<file path="src/rtl/battle_turn_controller.sv">
// rtl/battle_turn_controller.sv - turn sequencer upstream of the battle damage engine
//
// Purpose: starts a battle on a map collision, alternates player and enemy
// turns with one-cycle strobes and attack choices, ends the battle from the
// engine's HP read-back and holds the result until the game FSM acks it.
//
// Ports:
//   clk, rst                      clock, synchronous active-high reset
//   collision_in                  sprite overlap level from the map logic
//   key_valid, key_choice[1:0]    player attack key strobe and choice
//   battle_ack                    game FSM releases the held result
//   player_HP, enemy_HP [7:0]     engine HP read-back
//   player/enemy_remained_*[1:0]  engine weapon counts
//   collision_detected            engine enable (all states but IDLE/DONE)
//   battle_start                  one-cycle pulse in START
//   player_turn, attacker_turn    one-cycle turn strobes
//   player_choice, enemy_choice   latched attack choices
//   key_reject                    key refused: weapon count is 0
//   battle_over, player_won       result, held in DONE
//   turn_count[7:0]               completed rounds, saturating
module battle_turn_controller #(
  parameter int          ENEMY_DELAY = 16,
  parameter logic [7:0]  LFSR_SEED   = 8'hA5
) (
  input  logic       clk,
  input  logic       rst,
  input  logic       collision_in,
  input  logic       key_valid,
  input  logic [1:0] key_choice,
  input  logic       battle_ack,
  input  logic [7:0] player_HP,
  input  logic [7:0] enemy_HP,
  input  logic [1:0] player_remained_sword,
  input  logic [1:0] player_remained_baseballbat,
  input  logic [1:0] enemy_remained_sword,
  input  logic [1:0] enemy_remained_baseballbat,
  output logic       collision_detected,
  output logic       battle_start,
  output logic       player_turn,
  output logic       attacker_turn,
  output logic [1:0] player_choice,
  output logic [1:0] enemy_choice,
  output logic       key_reject,
  output logic       battle_over,
  output logic       player_won,
  output logic [7:0] turn_count
);

  localparam int CNT_W = (ENEMY_DELAY > 1) ? $clog2(ENEMY_DELAY) : 1;
  localparam logic [CNT_W-1:0] CNT_LOAD = CNT_W'(ENEMY_DELAY - 1);

  typedef enum logic [3:0] {
    S_IDLE, S_START, S_P_WAIT, S_P_HIT, S_P_SET,
    S_E_WAIT, S_E_HIT, S_E_SET, S_DONE
  } state_t;

  state_t           state_q, state_d;
  logic [7:0]       lfsr_q, lfsr_d;
  logic             armed_q, armed_d;
  logic [CNT_W-1:0] cnt_q, cnt_d;
  logic [1:0]       player_choice_q, player_choice_d;
  logic [1:0]       enemy_choice_q, enemy_choice_d;
  logic             key_reject_q, key_reject_d;
  logic             player_won_q, player_won_d;
  logic [7:0]       turn_count_q, turn_count_d;
  logic [1:0]       enemy_pick;

  // Enemy cannot use a weapon it has run out of; fall back to kick.
  always_comb begin
    enemy_pick = lfsr_q[1:0];
    if ((enemy_pick == 2'b10 && enemy_remained_baseballbat == 2'd0) ||
        (enemy_pick == 2'b11 && enemy_remained_sword == 2'd0)) begin
      enemy_pick = 2'b01;
    end
  end

  always_comb begin
    state_d         = state_q;
    // Galois LFSR x^8+x^6+x^5+x^4+1, right-shifting form.
    lfsr_d          = {1'b0, lfsr_q[7:1]} ^ (lfsr_q[0] ? 8'hB8 : 8'h00);
    armed_d         = armed_q;
    cnt_d           = cnt_q;
    player_choice_d = player_choice_q;
    enemy_choice_d  = enemy_choice_q;
    key_reject_d    = 1'b0;
    player_won_d    = player_won_q;
    turn_count_d    = turn_count_q;

    // A collision must drop before another battle may start.
    if (!collision_in) begin
      armed_d = 1'b1;
    end

    case (state_q)
      S_IDLE: begin
        if (collision_in && armed_q) begin
          state_d      = S_START;
          turn_count_d = 8'd0;
          player_won_d = 1'b0;
          armed_d      = 1'b0;
        end
      end
      S_START: state_d = S_P_WAIT;
      S_P_WAIT: begin
        if (key_valid) begin
          if ((key_choice == 2'b10 && player_remained_baseballbat == 2'd0) ||
              (key_choice == 2'b11 && player_remained_sword == 2'd0)) begin
            key_reject_d = 1'b1;
          end else begin
            player_choice_d = key_choice;
            state_d         = S_P_HIT;
          end
        end
      end
      S_P_HIT: state_d = S_P_SET;
      S_P_SET: begin
        if (enemy_HP == 8'd0) begin
          player_won_d = 1'b1;
          state_d      = S_DONE;
        end else begin
          cnt_d   = CNT_LOAD;
          state_d = S_E_WAIT;
        end
      end
      S_E_WAIT: begin
        if (cnt_q == '0) begin
          enemy_choice_d = enemy_pick;
          state_d        = S_E_HIT;
        end else begin
          cnt_d = cnt_q - 1'b1;
        end
      end
      S_E_HIT: state_d = S_E_SET;
      S_E_SET: begin
        if (player_HP == 8'd0) begin
          player_won_d = 1'b0;
          state_d      = S_DONE;
        end else begin
          turn_count_d = (turn_count_q == 8'hFF) ? 8'hFF : turn_count_q + 8'd1;
          state_d      = S_P_WAIT;
        end
      end
      S_DONE: begin
        if (battle_ack) begin
          state_d = S_IDLE;
        end
      end
      default: state_d = S_IDLE;
    endcase
  end

  always_ff @(posedge clk) begin
    if (rst) begin
      state_q         <= S_IDLE;
      lfsr_q          <= LFSR_SEED;
      armed_q         <= 1'b1;
      cnt_q           <= '0;
      player_choice_q <= 2'b00;
      enemy_choice_q  <= 2'b00;
      key_reject_q    <= 1'b0;
      player_won_q    <= 1'b0;
      turn_count_q    <= 8'd0;
    end else begin
      state_q         <= state_d;
      lfsr_q          <= lfsr_d;
      armed_q         <= armed_d;
      cnt_q           <= cnt_d;
      player_choice_q <= player_choice_d;
      enemy_choice_q  <= enemy_choice_d;
      key_reject_q    <= key_reject_d;
      player_won_q    <= player_won_d;
      turn_count_q    <= turn_count_d;
    end
  end

  assign collision_detected = (state_q != S_IDLE) && (state_q != S_DONE);
  assign battle_start       = (state_q == S_START);
  assign player_turn        = (state_q == S_P_HIT);
  assign attacker_turn      = (state_q == S_E_HIT);
  assign battle_over        = (state_q == S_DONE);
  assign player_choice      = player_choice_q;
  assign enemy_choice       = enemy_choice_q;
  assign key_reject         = key_reject_q;
  assign player_won         = player_won_q;
  assign turn_count         = turn_count_q;

endmodule

</file>
<file path="config.mk">
export PLATFORM = sky130hd
export DESIGN_NAME = battle_turn_controller
export DESIGN_NICKNAME = d
export VERILOG_FILES = /design/src/rtl/battle_turn_controller.sv
export SDC_FILE = /design/constraint.sdc
export NUM_CORES = 1
export LEC_CHECK = 0
export CORE_AREA = 2 2 73 61
export CTS_CLUSTER_DIAMETER = 60
export DETAILED_ROUTE_END_ITERATION = 12
export DIE_AREA = 0 0 75 63
export DONT_BUFFER_PORTS = 1
export PLACE_DENSITY = 0.64
export SLEW_MARGIN = 10
export SYNTH_ARGS = -nofsm -noshare
export SYNTH_HDL_FRONTEND = slang
export SYNTH_SLANG_ARGS = --single-unit
</file>
<file path="constraint.sdc">
create_clock -name clk -period 1.5 [get_ports clk]
set_input_delay 0.3 -clock clk [delete_from_list [all_inputs] [get_ports clk]]
set_output_delay 0.3 -clock clk [all_outputs]
set_load 0.01 [all_outputs]
</file>
==> results.cfg <==
[clock_tree]
clock_tree.root_cell = sky130_fd_sc_hd__clkbuf_8
tritoncts_num_sinks = 31
clock_tree.buffer_depth = 2
cts.reportedPaths.clkPinSlew_ns = 0.06
ctsHoldBuffers = 0
cts_tree = done
cts-buffers-inserted = 5
h_tree_level_count = 2
insertion_delay_ns = 0.30

[flow_run]
timing.max_cap.violations = 0

[worst_setup_path]
crit_chain = buf_4 -> nor4_4 -> buf_4
crit_required_ns = 1.20
worst_path_max_delay_cell = sky130_fd_sc_hd__dfxtp_4
critical_path.max_fanout = 8
regToRegSetupSlack_ns = -0.01
timing.critical_path.from_type = flop
max_stage_delay_on_crit_path_ns = 0.36
r2r.worst_path.cells = 4
worst_setup_path_end_kind = output pin
cp.arrival_ns = 1.23
worstSetupPathType = reg -> out
critical_path.most_common_cell = sky130_fd_sc_hd__buf_4
start_of_the_worst_register_to_register_path = state_q[2]
r2r-end = cnt_q[3]

[drt]
drt_pre_antenna_iters = 4
route.detailed.drc = 0
vias = 1575
remaining_antenna_violation_count = 0
route.final.wire_length_mm = 4.22
detailedRoute.firstIterationViolations = 92
routed_wl_per_cell_um = 14.9
via_per_inst = 5.55

[synth]
number_of_flops_mapped_to_enable_cells_by_yosys = 0
yosysWarnings = 0
synthesis.area_mm2 = 0.00156
portion_of_netlist_area_occupied_by_mux_cells = 0
synth_sequential_area_ratio = 0.398
yosys.area_share.adder = 0.0160
synthArstFlopShare = 0
synth-seq-cells = 31
synth_compound_gate_area_share = 0.235
synth.lib_cells_used.distinct = 44
synth.net_count = 218
synthFlopType = sky130_fd_sc_hd__dfxtp_1
netlist_instances = 185
postSynthAreaPerCell_um2 = 8.43
post_synth_and_or_nand_nor_area_fraction = 0.286
synth_top_family_by_area = simple AND/OR/NAND/NOR gates
post_synth_xor_area_fraction = 0.0225

[sta]
totalNegativeSetupSlack_ns = -0.0356
drv_slew = 0
fmaxAchievable_mhz = 656
grt_setup_unrepaired = true
fin_crit_sh = 1.02
post-route-worst-setup-slack_ns = -0.0254
period_minus_slack_ns = 1.53
hold_viol_final = 0
final-setup-viol-count = 2
skew_ns = 0.0129
worst-slew-pin-transition_ns = 0.461
timing.max_slew.rel_slack = 0.689

[power_and_ir_drop]
power.share.switching = 0.254
static-leakage-power_uw = 0.000799
totalPowerFinal_uw = 2150
pwr-share-comb = 0.179
power-per-cell-area_mw_per_mm2 = 978
internal_power_uw = 1610
clock_power_share = 0.400
p_sw_uw = 547
power_frac_seq = 0.420
worst_case_vdd_ir_drop_mv = 0.590

[global_route]
antenna_found_initial = 0
first_global_vias = 1391
pin_count_of_the_biggest_net_entering_global_routing = 35
wire_length_of_the_first_global_routing_pass_mm = 6.32
grt.overflow.total = 0
globalRouteTotalUtil = 0.175

[status]
status = finished with violations
violations = negative setup slack

[final_layout]
final_net_count = 259
syn_to_final_growth_pct = 41.2
layout.core_utilization = 0.548
num-fill-cells = 367
final_layout_size_suffix_gt1_frac = 0.388
antenna_cells = 0

[die]
core-area_mm2 = 0.00402
ios = 50
floorplan.die.width_um = 75
row_count = 21
initial_utilization = 0.388
die_outline_area_mm2 = 0.00473
floorplan.die.height_um = 63

[placed_design]
routabilityCongestion = 0.825
dp_worst_setup_slack_ns = -0.0821
portBuffers = 0
hpwlAfterDp_mm = 2.77

[worst_hold_path]
worst_hold_stages = 1
min_to = turn_count[1]
hold_path.class = in -> reg
hold_path_origin = rst
how the worst max path moves through the flow:
stage / startpoint / to / slack, ns / cells past startpoint
CTS: state_q[2] / cnt_q[3] / -0.03 / 4
floorplan: cnt_q[0] / cnt_q[2] / 0.007 / 6
detailed placement: cnt_q[0] / cnt_q[3] / -0.08 / 6
global route: state_q[2] / cnt_q[3] / -0.1 / 4
finish: state_q[2] / battle_start / -0.03 / 3
global placement: cnt_q[0] / cnt_q[2] / -0.03 / 6
power by group through the flow:
stage,clock network [µW],registers (µW),logic [µW]
2_1_floorplan,0,897,213
3_3_place_gp,0,917,260
4_1_cts,885,906,292
5_1_grt,920,910,420
3_5_place_dp,0,918,262
6_report,862,906,386
Yosys cell counts (all sizes together), types with 4 or more instances:
master | number | area (µm²)
inv | 7 | 26.3
nand3 | 5 | 25.0
nor3b | 4 | 30.0
nor2 | 11 | 41.3
o21ai | 15 | 75.1
clkbuf | 5 | 18.8
nor4 | 5 | 31.3
nand2 | 7 | 26.3
a21oi | 22 | 114
a211oi | 5 | 37.5
nor2b | 4 | 25.0
nor3 | 9 | 50.1
xnor2 | 4 | 35.0
or2 | 4 | 25.0
nand2b | 7 | 43.8
dfxtp | 31 | 621
per-layer routing:
layer / GRT usage / wire length (µm) / vias up / part of all wire
met4: 0.0781 / 70 / 0 / 0.017
li1: - / - / 772 / -
met5: 0 / 0 / - / 0
met1: 0.229 / 1880 / 749 / 0.45
met2: 0.247 / 1940 / 45 / 0.46
met3: 0.0742 / 327 / 9 / 0.077
metrics by stage:
| step | area [µm²] | instances | hold WS, ns |
|---|---|---|---|
| floorplan | 1570 | 185 | 0.372 |
| global placement | 1840 | 265 | 0.373 |
| detailed placement | 1840 | 265 | 0.375 |
| CTS | 2010 | 273 | 0.0579 |
| global route | 2200 | 284 | 0.0518 |
| finish | 2200 | 284 | 0.0714 |
what timing repair did:
action                                  CTS  global route
pin swaps                                 7            17
resized for setup                        13            34
endpoints found under the hold margin     0             0
buffers inserted                          0            12
endpoints found under the setup margin   17            22
sequential cells by signal, summed over array words and instances, names as in the netlist:
signal and count:
enemy_choice 2, player_won 1, cnt_q 4, armed_q 1, turn_count 8, lfsr_q 8
player_choice 2, state_q 4, key_reject 1
area by class of cell:
| type | instances | area, µm² | area share |
|---|---|---|---|
| clock inverters | 2 | 35.0 | 0.0159 |
| repair buffers | 42 | 327 | 0.148 |
| multi-input cells | 139 | 1020 | 0.463 |
| clock buffers | 6 | 82.6 | 0.0375 |
| flip-flops and latches | 31 | 641 | 0.291 |
| well taps | 57 | 71.3 | 0.0324 |
| inverters | 7 | 26.3 | 0.0119 |
cells by family after synthesis:
group	after synthesis
simple gates	74
compound gates	59
flops	31
buf+inv	15
xor+xnor	4
fa+ha+maj	2
placed cells by master, fill, tap and decap left out, drive strengths merged, types with 6 or more instances in the layout:
cell	netlist	layout
nor3	9	9
buf	3	42
o21ai	15	15
inv	7	7
nand2b	7	7
nand2	7	7
dfxtp	31	31
nor2	11	11
a21oi	22	22
clkbuf	5	6
worst max-delay path, delay by kind of cell, from the launching register on:
| kind | cells | cell delay, ns |
|---|---|---|
| DFF | 1 | 0.36 |
| buffers and inverters | 2 | 0.33 |
| and+or+nand+nor | 1 | 0.25 |
No activity file was read; power rests on OpenSTA's default activity.
